## config.mk

```make
export PLATFORM = sky130hd
export DESIGN_NAME = seg7_scan_capture
export DESIGN_NICKNAME = d
export VERILOG_FILES = /design/src/rtl/seg7_scan_capture.sv
export SDC_FILE = /design/constraint.sdc
export NUM_CORES = 1
export LEC_CHECK = 0
export CAP_MARGIN = 10
export CORE_AREA = 2 2 138 140
export CTS_BUF_LIST = sky130_fd_sc_hd__clkbuf_2 sky130_fd_sc_hd__clkbuf_4 sky130_fd_sc_hd__clkbuf_8
export CTS_CLUSTER_DIAMETER = 200
export CTS_CLUSTER_SIZE = 40
export DETAILED_ROUTE_END_ITERATION = 8
export DIE_AREA = 0 0 140 142
export PLACE_DENSITY_LB_ADDON = 0.3
export SLEW_MARGIN = 20
export SYNTH_ARGS = -nofsm -noshare
export SYNTH_HDL_FRONTEND = slang
export SYNTH_SLANG_ARGS = --single-unit
```

## constraint.sdc

```tcl
create_clock -name clk -period 4.9 [get_ports clk]
set_input_delay 0.49 -clock clk [delete_from_list [all_inputs] [get_ports clk]]
set_output_delay 0.49 -clock clk [all_outputs]
set_load 0.02 [all_outputs]
```

## src/rtl/seg7_scan_capture.sv

```systemverilog
// Loop-back monitor for a multiplexed active-low 7-segment bus: rebuilds the digit shown per anode.
// Optional macro SEG7_CAPTURE_HEX_EN adds decoding of the hex glyphs A,b,C,d,E,F (values 10..15).
module seg7_scan_capture #(
    parameter int unsigned NUM_DIGITS    = 8,
    parameter int unsigned STABLE_CYCLES = 4,
    localparam int unsigned IW = (NUM_DIGITS > 1) ? $clog2(NUM_DIGITS) : 1
) (
    input  logic                    clk,
    input  logic                    reset,
    input  logic [6:0]              seg_in,
    input  logic [NUM_DIGITS-1:0]   an_in,
    input  logic                    err_clr,
    output logic [4*NUM_DIGITS-1:0] digits_out,
    output logic [NUM_DIGITS-1:0]   digit_valid,
    output logic                    update_pulse,
    output logic [IW-1:0]           update_idx,
    output logic                    err_pattern,
    output logic                    err_anode
);

    localparam int unsigned SW   = NUM_DIGITS + 7;
    localparam int unsigned CW   = $clog2(STABLE_CYCLES + 1);
    localparam int unsigned CNTW = $clog2(NUM_DIGITS + 1);

    typedef enum logic [1:0] {IDLE, SETTLE, CAPTURE, LATCHED} state_t;

    state_t          state;
    logic [SW-1:0]   sync1;
    logic [SW-1:0]   sync2;
    logic [SW-1:0]   prev;
    logic [CW-1:0]   cnt;

    logic [NUM_DIGITS-1:0] sync_an;
    logic [6:0]            sync_seg;
    logic                  changed;
    logic [CNTW-1:0]       low_cnt;
    logic [IW-1:0]         low_idx;
    logic                  one_low;
    logic                  multi_low;
    logic                  settle_done;
    logic [3:0]            dec_val;
    logic                  dec_ok;
    logic                  dec_blank;

    // Sample analysis: anode population, selected index, change detection
    always_comb begin
        sync_an  = sync2[SW-1:7];
        sync_seg = sync2[6:0];
        changed  = (sync2 != prev);
        low_cnt  = '0;
        low_idx  = '0;
        for (int i = 0; i < NUM_DIGITS; i++) begin
            if (!sync_an[i]) begin
                low_cnt = low_cnt + CNTW'(1);
                low_idx = IW'(i);
            end
        end
        one_low     = (low_cnt == CNTW'(1));
        multi_low   = (low_cnt > CNTW'(1));
        settle_done = (32'(cnt) + 32'd1) >= 32'(STABLE_CYCLES);
    end

    // Inverse of the BCD-to-segment table; patterns listed as g..a, active low
    always_comb begin
        dec_val   = 4'd0;
        dec_ok    = 1'b1;
        dec_blank = 1'b0;
        case (sync_seg)
            7'b1000000: dec_val = 4'd0;
            7'b1111001: dec_val = 4'd1;
            7'b0100100: dec_val = 4'd2;
            7'b0110000: dec_val = 4'd3;
            7'b0011001: dec_val = 4'd4;
            7'b0010010: dec_val = 4'd5;
            7'b0000010: dec_val = 4'd6;
            7'b1111000: dec_val = 4'd7;
            7'b0000000: dec_val = 4'd8;
            7'b0010000: dec_val = 4'd9;
`ifdef SEG7_CAPTURE_HEX_EN
            7'b0001000: dec_val = 4'hA;
            7'b0000011: dec_val = 4'hB;
            7'b1000110: dec_val = 4'hC;
            7'b0100001: dec_val = 4'hD;
            7'b0000110: dec_val = 4'hE;
            7'b0001110: dec_val = 4'hF;
`endif
            7'b1111111: begin
                dec_ok    = 1'b0;
                dec_blank = 1'b1;
            end
            default: dec_ok = 1'b0;
        endcase
    end

    // Synchronizer, capture FSM and sticky error flags
    always_ff @(posedge clk) begin
        if (reset) begin
            sync1        <= '1;
            sync2        <= '1;
            prev         <= '1;
            cnt          <= '0;
            state        <= IDLE;
            digits_out   <= '0;
            digit_valid  <= '0;
            update_pulse <= 1'b0;
            update_idx   <= '0;
            err_pattern  <= 1'b0;
            err_anode    <= 1'b0;
        end else begin
            sync1        <= {an_in, seg_in};
            sync2        <= sync1;
            prev         <= sync2;
            update_pulse <= 1'b0;
            err_anode    <= (err_anode & ~err_clr) | multi_low;
            err_pattern  <= err_pattern & ~err_clr;
            case (state)
                IDLE: begin
                    cnt <= '0;
                    if (one_low) state <= SETTLE;
                end
                SETTLE: begin
                    if (!one_low) begin
                        state <= IDLE;
                        cnt   <= '0;
                    end else if (changed) begin
                        cnt <= '0;
                    end else if (settle_done) begin
                        state        <= CAPTURE;
                        cnt          <= '0;
                        update_pulse <= 1'b1;
                        update_idx   <= low_idx;
                        if (dec_ok) begin
                            digits_out[4*low_idx +: 4] <= dec_val;
                            digit_valid[low_idx]       <= 1'b1;
                        end else begin
                            digit_valid[low_idx] <= 1'b0;
                            if (!dec_blank) err_pattern <= 1'b1;
                        end
                    end else begin
                        cnt <= cnt + CW'(1);
                    end
                end
                CAPTURE, LATCHED: begin
                    // A change seen during the capture cycle must not be lost
                    if (changed) state <= one_low ? SETTLE : IDLE;
                    else         state <= LATCHED;
                end
                default: state <= IDLE;
            endcase
        end
    end

endmodule

```

==> metrics <==
Total GRT Usage 0.108; placed insts between 700 and 800; Critical Path Max Stage Delay 0.58 ns; startpoint of the worst-slack reg-to-reg timing path sync2[7]; post-synthesis net count 508; ANT nets after route 0; largest net degree at the start of global routing 103; RSZ-0062 raised after global routing true; # rows 50; clk_lat worst skew 0.38 ns; Nets between 500 and 600; total power draw 1.50 mW; Slew headroom 0.329; Worst Path Buf+Inv 1; most frequent cells in the layout 95 x dfxtp_1, 62 x clkdlybuf4s50_1, 48 x or2_2, 37 x nand2b_1, 30 x mux2i_1; ant diodes 0; status finished with violations; fin cells 779; number of global-route vias before repair 3497; Most used DFF post-synth dfxtp_1; CTS tree yes; Worst Reg-to-Reg Cells 23; Vias 3532; worst-path cell chain ha_1 > or2_2 > nand2_1 > ha_1 > nor2_2 > a31oi_1 > ha_1 > nand2b_1 > nand2_1 > ha_1 > nor2_1 > a21o_1 > nand2_1 > ha_1 > nor2_1 > a31oi_2 > ha_2 > or2_2 > o32ai_4 > buf_6 > nand2b_1 > or4b_1 > mux2i_1; CTS root buffer clkbuf_8; first-pass GRT wire length around 17 mm; cell count after synthesis 478; Hold Path Class register to register; Starting DRT DRC Count 192; peak supply drop 113 µV; most common cell after layout, fill and taps aside dfxtp_1; reg2reg setup slack approximately 0.23 ns; fin util 0.314; CTS H-tree depth 3; Hold Path Cell Cnt 1; DRT Wirelength between 10 and 15 mm; final hold violations 0; Detailed Place HPWL 7.56 mm; Num CTS Buffers 9; Slew @ Worst Pin around 1 ns; Final setup viols 0; Reg clk slew, reported paths 0.10 ns; period utilization 0.953; CP Max Fanout 5; GRT Residual Overflow 0; DRC Markers 5; Crit Path Category register to register; Sink Count 96; Synth-to-Final Area Change 27.6%; Tmin final 4.67 ns; DR pass1 iterations 6; hold_sp sync1[5]; fmax 0.214 GHz; RR Endpoint digits_out[24]; crit end category register; Setup crit start kind register; die height 142 µm; crit-path leading delay family simple AND/OR/NAND/NOR gates; Netlist cell types a little under 60; Core Region 18500 µm²; Port Buf Inserts 63; most used cell, CP ha_1; Via-to-Cell Ratio 4.53; sequential share of the synthesized area 0.423; YS warnings 0; Yosys reg bits 96; Syn Area/Cell 9.50 µm²; failing checks design-rule violations; Setup Skew 0.0122 ns; Pleak 2.19 nW; layout cell share with drive strength beyond 1 0.211; cell area power density 259 nW/µm²; worst path required time 5.18 ns; Top-Level Pins 64; Final Slew Violations 0; antenna violations before repair 0; hold endpoint sync2[5]; slowest CP cell or4b_1; Critical Path AT 4.95 ns; Synth async-reset ratio 0; EDFF count, synth 0; GPL Wtd Cong 0.802; Die W 140 µm; Max Cap Viol 0; synthesized area 4540 µm²; Initial Utilization 0.246; worst hold slack roughly 0.42 ns; Max Root-Sink Buffers 2; Routed WL per cell 13.5 µm; die area ~20000 µm²
worst max path at each step:
stage	startpoint	endpoint	slack (ns)	cells after the start
finish	sync2[7]	digits_out[24]	0.23	23
global route	sync2[7]	digits_out[21]	-0.05	24
CTS	sync2[7]	digits_out[27]	0.006	24
detailed placement	sync2[7]	digits_out[15]	-0.05	22
global placement	sync2[7]	digits_out[15]	0.13	22
floorplan	sync2[7]	digits_out[4]	0.06	23
logic make-up (layout without fill, tap and decap cells):
kind of cell,count (synthesis),after routing,share of synthesized area
buffers and inverters,46,113,0.0405
xor gates and xnor gates,31,31,0.0826
DFF,96,96,0.423
and+or+nand+nor,210,210,0.274
adders and majority gates,12,12,0.0330
AOI/OAI and AO/OA,51,51,0.0757
muxes,32,32,0.0711
worst reg2reg max path, stage by stage (launching register included):
cell and delay, ns:
dfxtp_2 0.34, ha_1 0.18, or2_2 0.32, nand2_1 0.07, ha_1 0.23, nor2_2 0.10
a31oi_1 0.06, ha_1 0.28, nand2b_1 0.09, nand2_1 0.06, ha_1 0.26, nor2_1 0.09
a21o_1 0.11, nand2_1 0.08, ha_1 0.31, nor2_1 0.05, a31oi_2 0.20, ha_2 0.29
or2_2 0.30, o32ai_4 0.17, buf_6 0.16, nand2b_1 0.09, or4b_1 0.58, mux2i_1 0.14
what timing repair did:
item | CTS | global route
buffers inserted | 0 | 2
hold buffers | 0 | 0
pin swaps | 0 | 4
resized for setup | 3 | 18
gates cloned | 0 | 0
endpoints found under the setup margin | 19 | 44
power breakdown:
part,internal [mW],total [mW],switching (mW)
clock,0.202,0.504,0.302
combinational,0.0892,0.185,0.0961
sequential,0.797,0.814,0.0172
state kept, by name (all words and copies together) (netlist names), named ones only:
signal and flops:
state 2, sync1 15, err_anode 1, cnt 3, err_pattern 1, sync2 15
digits_out 32, prev 15, update_pulse 1, update_idx 3
layer usage:
metal / track usage / part of all wire
met1: 0.136 / 0.47
met2: 0.181 / 0.48
met3: 0.0276 / 0.037
met4: 0.0404 / 0.018
met5: 0 / 0
metrics by stage:
step | setup TNS (ns) | instance area (µm²) | setup slack [ns]
floorplan | 0 | 4540 | 0.0639
global placement | 0 | 5470 | 0.127
detailed placement | -0.275 | 5470 | -0.0492
CTS | 0 | 5670 | 0.00619
global route | -0.256 | 5800 | -0.0522
finish | 0 | 5800 | 0.232
synthesized netlist by cell type (9+ instances only):
master / number / share of area
a21oi_1: 14 / 0.015
xor2_1: 18 / 0.035
ha_1: 12 / 0.033
nand4_1: 11 / 0.015
nand2b_1: 37 / 0.051
mux2i_1: 30 / 0.066
dfxtp_1: 96 / 0.42
or2_2: 48 / 0.066
clkbuf_1: 28 / 0.023
inv_1: 12 / 0.0099
nor2b_1: 10 / 0.014
o21ai_0: 9 / 0.0099
nor2_1: 16 / 0.013
nor3_1: 10 / 0.011
nand3_1: 15 / 0.017
nand2_1: 29 / 0.024
area by class of cell:
class	count	area [µm²]
clock buffers	10	131
clock inverters	6	56.3
fillers	1914	12700
inverters	13	48.8
multi-input cells	336	2550
flip-flops and latches	96	1920
well taps	234	293
repair buffers	84	795
(Power assumes the default switching activity.)
==> RTL edit 1, RTL diff (config.mk and constraints unchanged) <==
`NUM_DIGITS`: 8 -> 16.
--- a/src/rtl/seg7_scan_capture.sv
+++ b/src/rtl/seg7_scan_capture.sv
@@ -3,3 +3,3 @@
 module seg7_scan_capture #(
-    parameter int unsigned NUM_DIGITS    = 8,
+    parameter int unsigned NUM_DIGITS    = 16,
     parameter int unsigned STABLE_CYCLES = 4,
Interface: changed (resized an_in, digit_valid, digits_out and update_idx); port bits go from 64 to 113. The function was not compared with the original's and may differ.
==> RTL edit 1 against the unedited design <==
The flow finishes with violations (negative setup slack). Count of clock-buffer cells in the layout up 7. Global-route usage up 12 points. Hold slack worse by 0.027 ns. Sequential cell count up 65. Final area up 100%. Routed wire length up 110%. Area after synthesis up 90%. Setup slack worse by 3.6 ns. Fmax down 44%. Via count up 110%. Die area unchanged. Total power up 130%. Sequential power up 67%.
==> RTL edit 1: results <==
group,metric,value,unit
run_status,status,"finished with violations",
run_status,violations,"negative setup slack",
grt,grt_max_degree,131,
synth,avgSynthCellArea,9.05,um^2
placement,io_buffer_count,112,
synth,syn_nets,1000,
route,drt_iter0_markers,462,
min_path,worstHoldEndpoint,"digits_out[1]",
synth,synth_cell_types,78,
sta,setup_violations,91,
synth,synth-compound-area-share,11.7,%
power_and_ir_drop,p_per_area,295,mW/mm^2
synth,netlist_top_cells_count,"161 x dfxtp_1, 73 x or2_2, 72 x nand2b_1",
sta,clock_skew,0.0181,ns
critical_path,worstPathArrival,8.65,ns
grt,met1_usage,28.4,%
power_and_ir_drop,powerSeq,1.36,mW
layout,sequential_cell_area,0.00323,mm^2
route,wl_met2,10.6,mm
sta,setup_ws,-3.40,ns
synth,synthCells,952,
layout,multiInputGateArea,0.00540,mm^2
min_path,hp-start,"reset",
route,via_count,7569,
critical_path,crit_slowest_cell,"or4_4",
min_path,holdPathStages,2,
synth,synth.area.mux_share,8.41,%
clocking,postCtsSetupRepairBufs,32,
layout,inverters,26,
clocking,clkLatencyLatePin,0.47,ns
critical_path,critPathTopFamily,"compound AO/OA/AOI/OAI gates",
synth,synth-xor-area-share,10.0,%
layout,multi_input_area_share,45.5,%
critical_path,slowest_delay,0.55,ns
power_and_ir_drop,swShare,32.4,%
placement,gp_congestion,0.862,
synth,ys_top_cells_by_area,"dfxtp_1 37%, mux2i_1 8.2%, or2_2 5.3%",
grt,track_usage,22.4,%
critical_path,reg2regPathDepth,46,
min_path,min_path_type,"input pin to flop",
layout,nFillCells,1462,
power_and_ir_drop,ir_drop,208,uV
grt,grt_util_met3,4.91,%
critical_path,cp_max_fo,4,
power_and_ir_drop,comb_power_share,32.0,%
route,wl_met1,9.90,mm
sta,whs,0.390,ns
clocking,cts.repair.resized,36,
layout,largest_reg_flops,64,
critical_path,reg2reg_to,"digits_out[0]",
layout,seq_cell_count,161,
clocking,h-tree-depth,4,
layout,multiInputCombCellCount,704,
placement,hpwl,15.6,mm
power_and_ir_drop,power_leakage,5.00,nW
-- RTL edit 1: changes by cell type in the layout (fill, tap and decap cells not counted), moves of 33 or more --
cell,unedited run,this run
nand2b_1,37,70
buf_4,18,157
nor2_1,15,60
mux2i_1,30,70
nand2_1,29,67
clkdlybuf4s50_1,62,111
dfxtp_1,95,158
-- RTL edit 1: cell families after synthesis --
kind of cell	after synthesis
mux	72
xor+xnor	78
compound gates	139
buf+inv	87
flops	161
simple gates	392
fa+ha+maj	23
-- RTL edit 1: how the worst max path moves through the flow --
| stage | start | endpoint | depth (start not counted) |
|---|---|---|---|
| floorplan | sync2[8] | digits_out[0] | 46 |
| global placement | sync2[7] | digits_out[41] | 46 |
| detailed placement | sync2[7] | digits_out[39] | 46 |
| CTS | sync2[8] | digits_out[4] | 48 |
| global route | sync2[7] | digits_out[4] | 47 |
| finish | sync2[7] | digits_out[0] | 46 |
==> RTL edit 2, RTL diff (config.mk and constraints unchanged) <==
Without the edit above. Put one more register stage on the output `digits_out`. The value now appears one clock later. The other outputs are not delayed to match.
--- a/src/rtl/seg7_scan_capture.sv
+++ b/src/rtl/seg7_scan_capture.sv
@@ -25,2 +25,4 @@
     typedef enum logic [1:0] {IDLE, SETTLE, CAPTURE, LATCHED} state_t;
+
+    logic [4*NUM_DIGITS-1:0] digits_s0;
 
@@ -102,3 +104,3 @@
             state        <= IDLE;
-            digits_out   <= '0;
+            digits_s0    <= '0;
             digit_valid  <= '0;
@@ -132,3 +134,3 @@
                         if (dec_ok) begin
-                            digits_out[4*low_idx +: 4] <= dec_val;
+                            digits_s0[4*low_idx +: 4] <= dec_val;
                             digit_valid[low_idx]       <= 1'b1;
@@ -152,2 +154,6 @@
 
+    always_ff @(posedge clk) begin
+        digits_out <= digits_s0;
+    end
+
 endmodule
Formal check against the unedited RTL: not equivalent (Yosys sat finds a counterexample within 10 cycles, from zero or initial values and one cycle with reset high).
==> RTL edit 2 against the unedited design <==
Final area up 17%. Setup slack worse by 0.075 ns. Non-clock buffer count up 13. Routed wire length up 17%. Combinational power up 20%. The flow still finishes with violations (design-rule violations). Core utilization up 5.3 points. Sequential cell count up 32. Count of clock-buffer cells in the layout up 10. Fmax down 1.6%. Highest routed layer unchanged. First-iteration DRC count down 3.1%. Total power up 37%. Area after synthesis up 16%. Hold slack worse by 0.074 ns.
==> RTL edit 2: results <==
group,metric,value,unit
layout,multiInputCombCellCount,350,
sta,setup_ws,0.157,ns
synth,netlist_top_cells_count,"128 x dfxtp_1, 47 x or2_2, 30 x clkbuf_1",
placement,hpwl,8.52,mm
route,drc,2,
clocking,h-tree-depth,4,
layout,layout.nets,649,
power_and_ir_drop,power_leakage,2.51,nW
critical_path,worstPathArrival,5.10,ns
layout,inverters,25,
layout,fin_area,0.00677,mm^2
synth,ys_top_cells_by_area,"dfxtp_1 48%, or2_2 5.6%, mux2i_1 3.6%",
layout,buf_share,13.1,%
critical_path,cp_max_fo,8,
critical_path,slowest_delay,0.43,ns
synth,synth-compound-area-share,9.86,%
critical_path,reg2reg_slack,0.16,ns
placement,pre_cts_ws,-0.0782,ns
grt,grt_pass1_wl,20.2,mm
layout,clkbuf_count,20,
synth,synth.area.mux_share,4.02,%
layout,clock_cell_area_share,4.88,%
synth,synth_adder_area_share,2.84,%
critical_path,crit_slowest_cell,"a2111o_1",
grt,track_usage,12.9,%
clocking,clk_pin_slew,0.08,ns
clocking,cts_buffers,17,
critical_path,critPathTopFamily,"adder cells",
synth,syn_nets,569,
clocking,cts_sinks,128,
route,post_drt_wl_per_cell,14.3,um
run_status,violations,"design-rule violations",
power_and_ir_drop,ir_drop,173,uV
grt,grt_pass1_vias,4005,
grt,grt_max_degree,76,
run_status,status,"finished with violations",
synth,synth-xor-area-share,6.93,%
layout,nNonClkBuffers,97,
layout,multi_input_area_share,38.3,%
route,via_count,4076,
layout,sequential_cell_area,0.00257,mm^2
route,drt_iter0_markers,186,
RTL edit 2: cell types whose count changed after synthesis, sizes merged, moves of 5 or more:
cell,change
a311oi,+5
inv,+10
or3,+6
a21oi,+13
nor3b,+8
a31o,+7
nor2b,-5
mux2i,-11
nand2b,-14
dfxtp,+32
RTL edit 2: power breakdown:
group          switching [mW]  leakage [nW]  internal (mW)  total (mW)
logic                   0.121          1.30          0.100       0.222
clock network           0.402         0.175          0.366       0.768
registers              0.0166          1.04           1.06        1.07
RTL edit 2: final timing paths:
| path | start | endpoint | cells past startpoint |
|---|---|---|---|
| hold reg to reg | digits_s0[19] | digits_out[19] | 0 |
| setup reg to reg | sync2[8] | digits_s0[4] | 26 |
| setup / recovery | sync2[8] | digits_s0[4] | 26 |
| hold / removal | digits_s0[19] | digits_out[19] | 0 |
RTL edit 2: metal layers:
layer	global-route usage, %	part of all wire, %	vias up
li1	-	-	2031
met1	16.9	47	1924
met2	19.9	45	104
met3	3.80	5.2	17
met4	5.58	1.9	0
met5	0	0	-
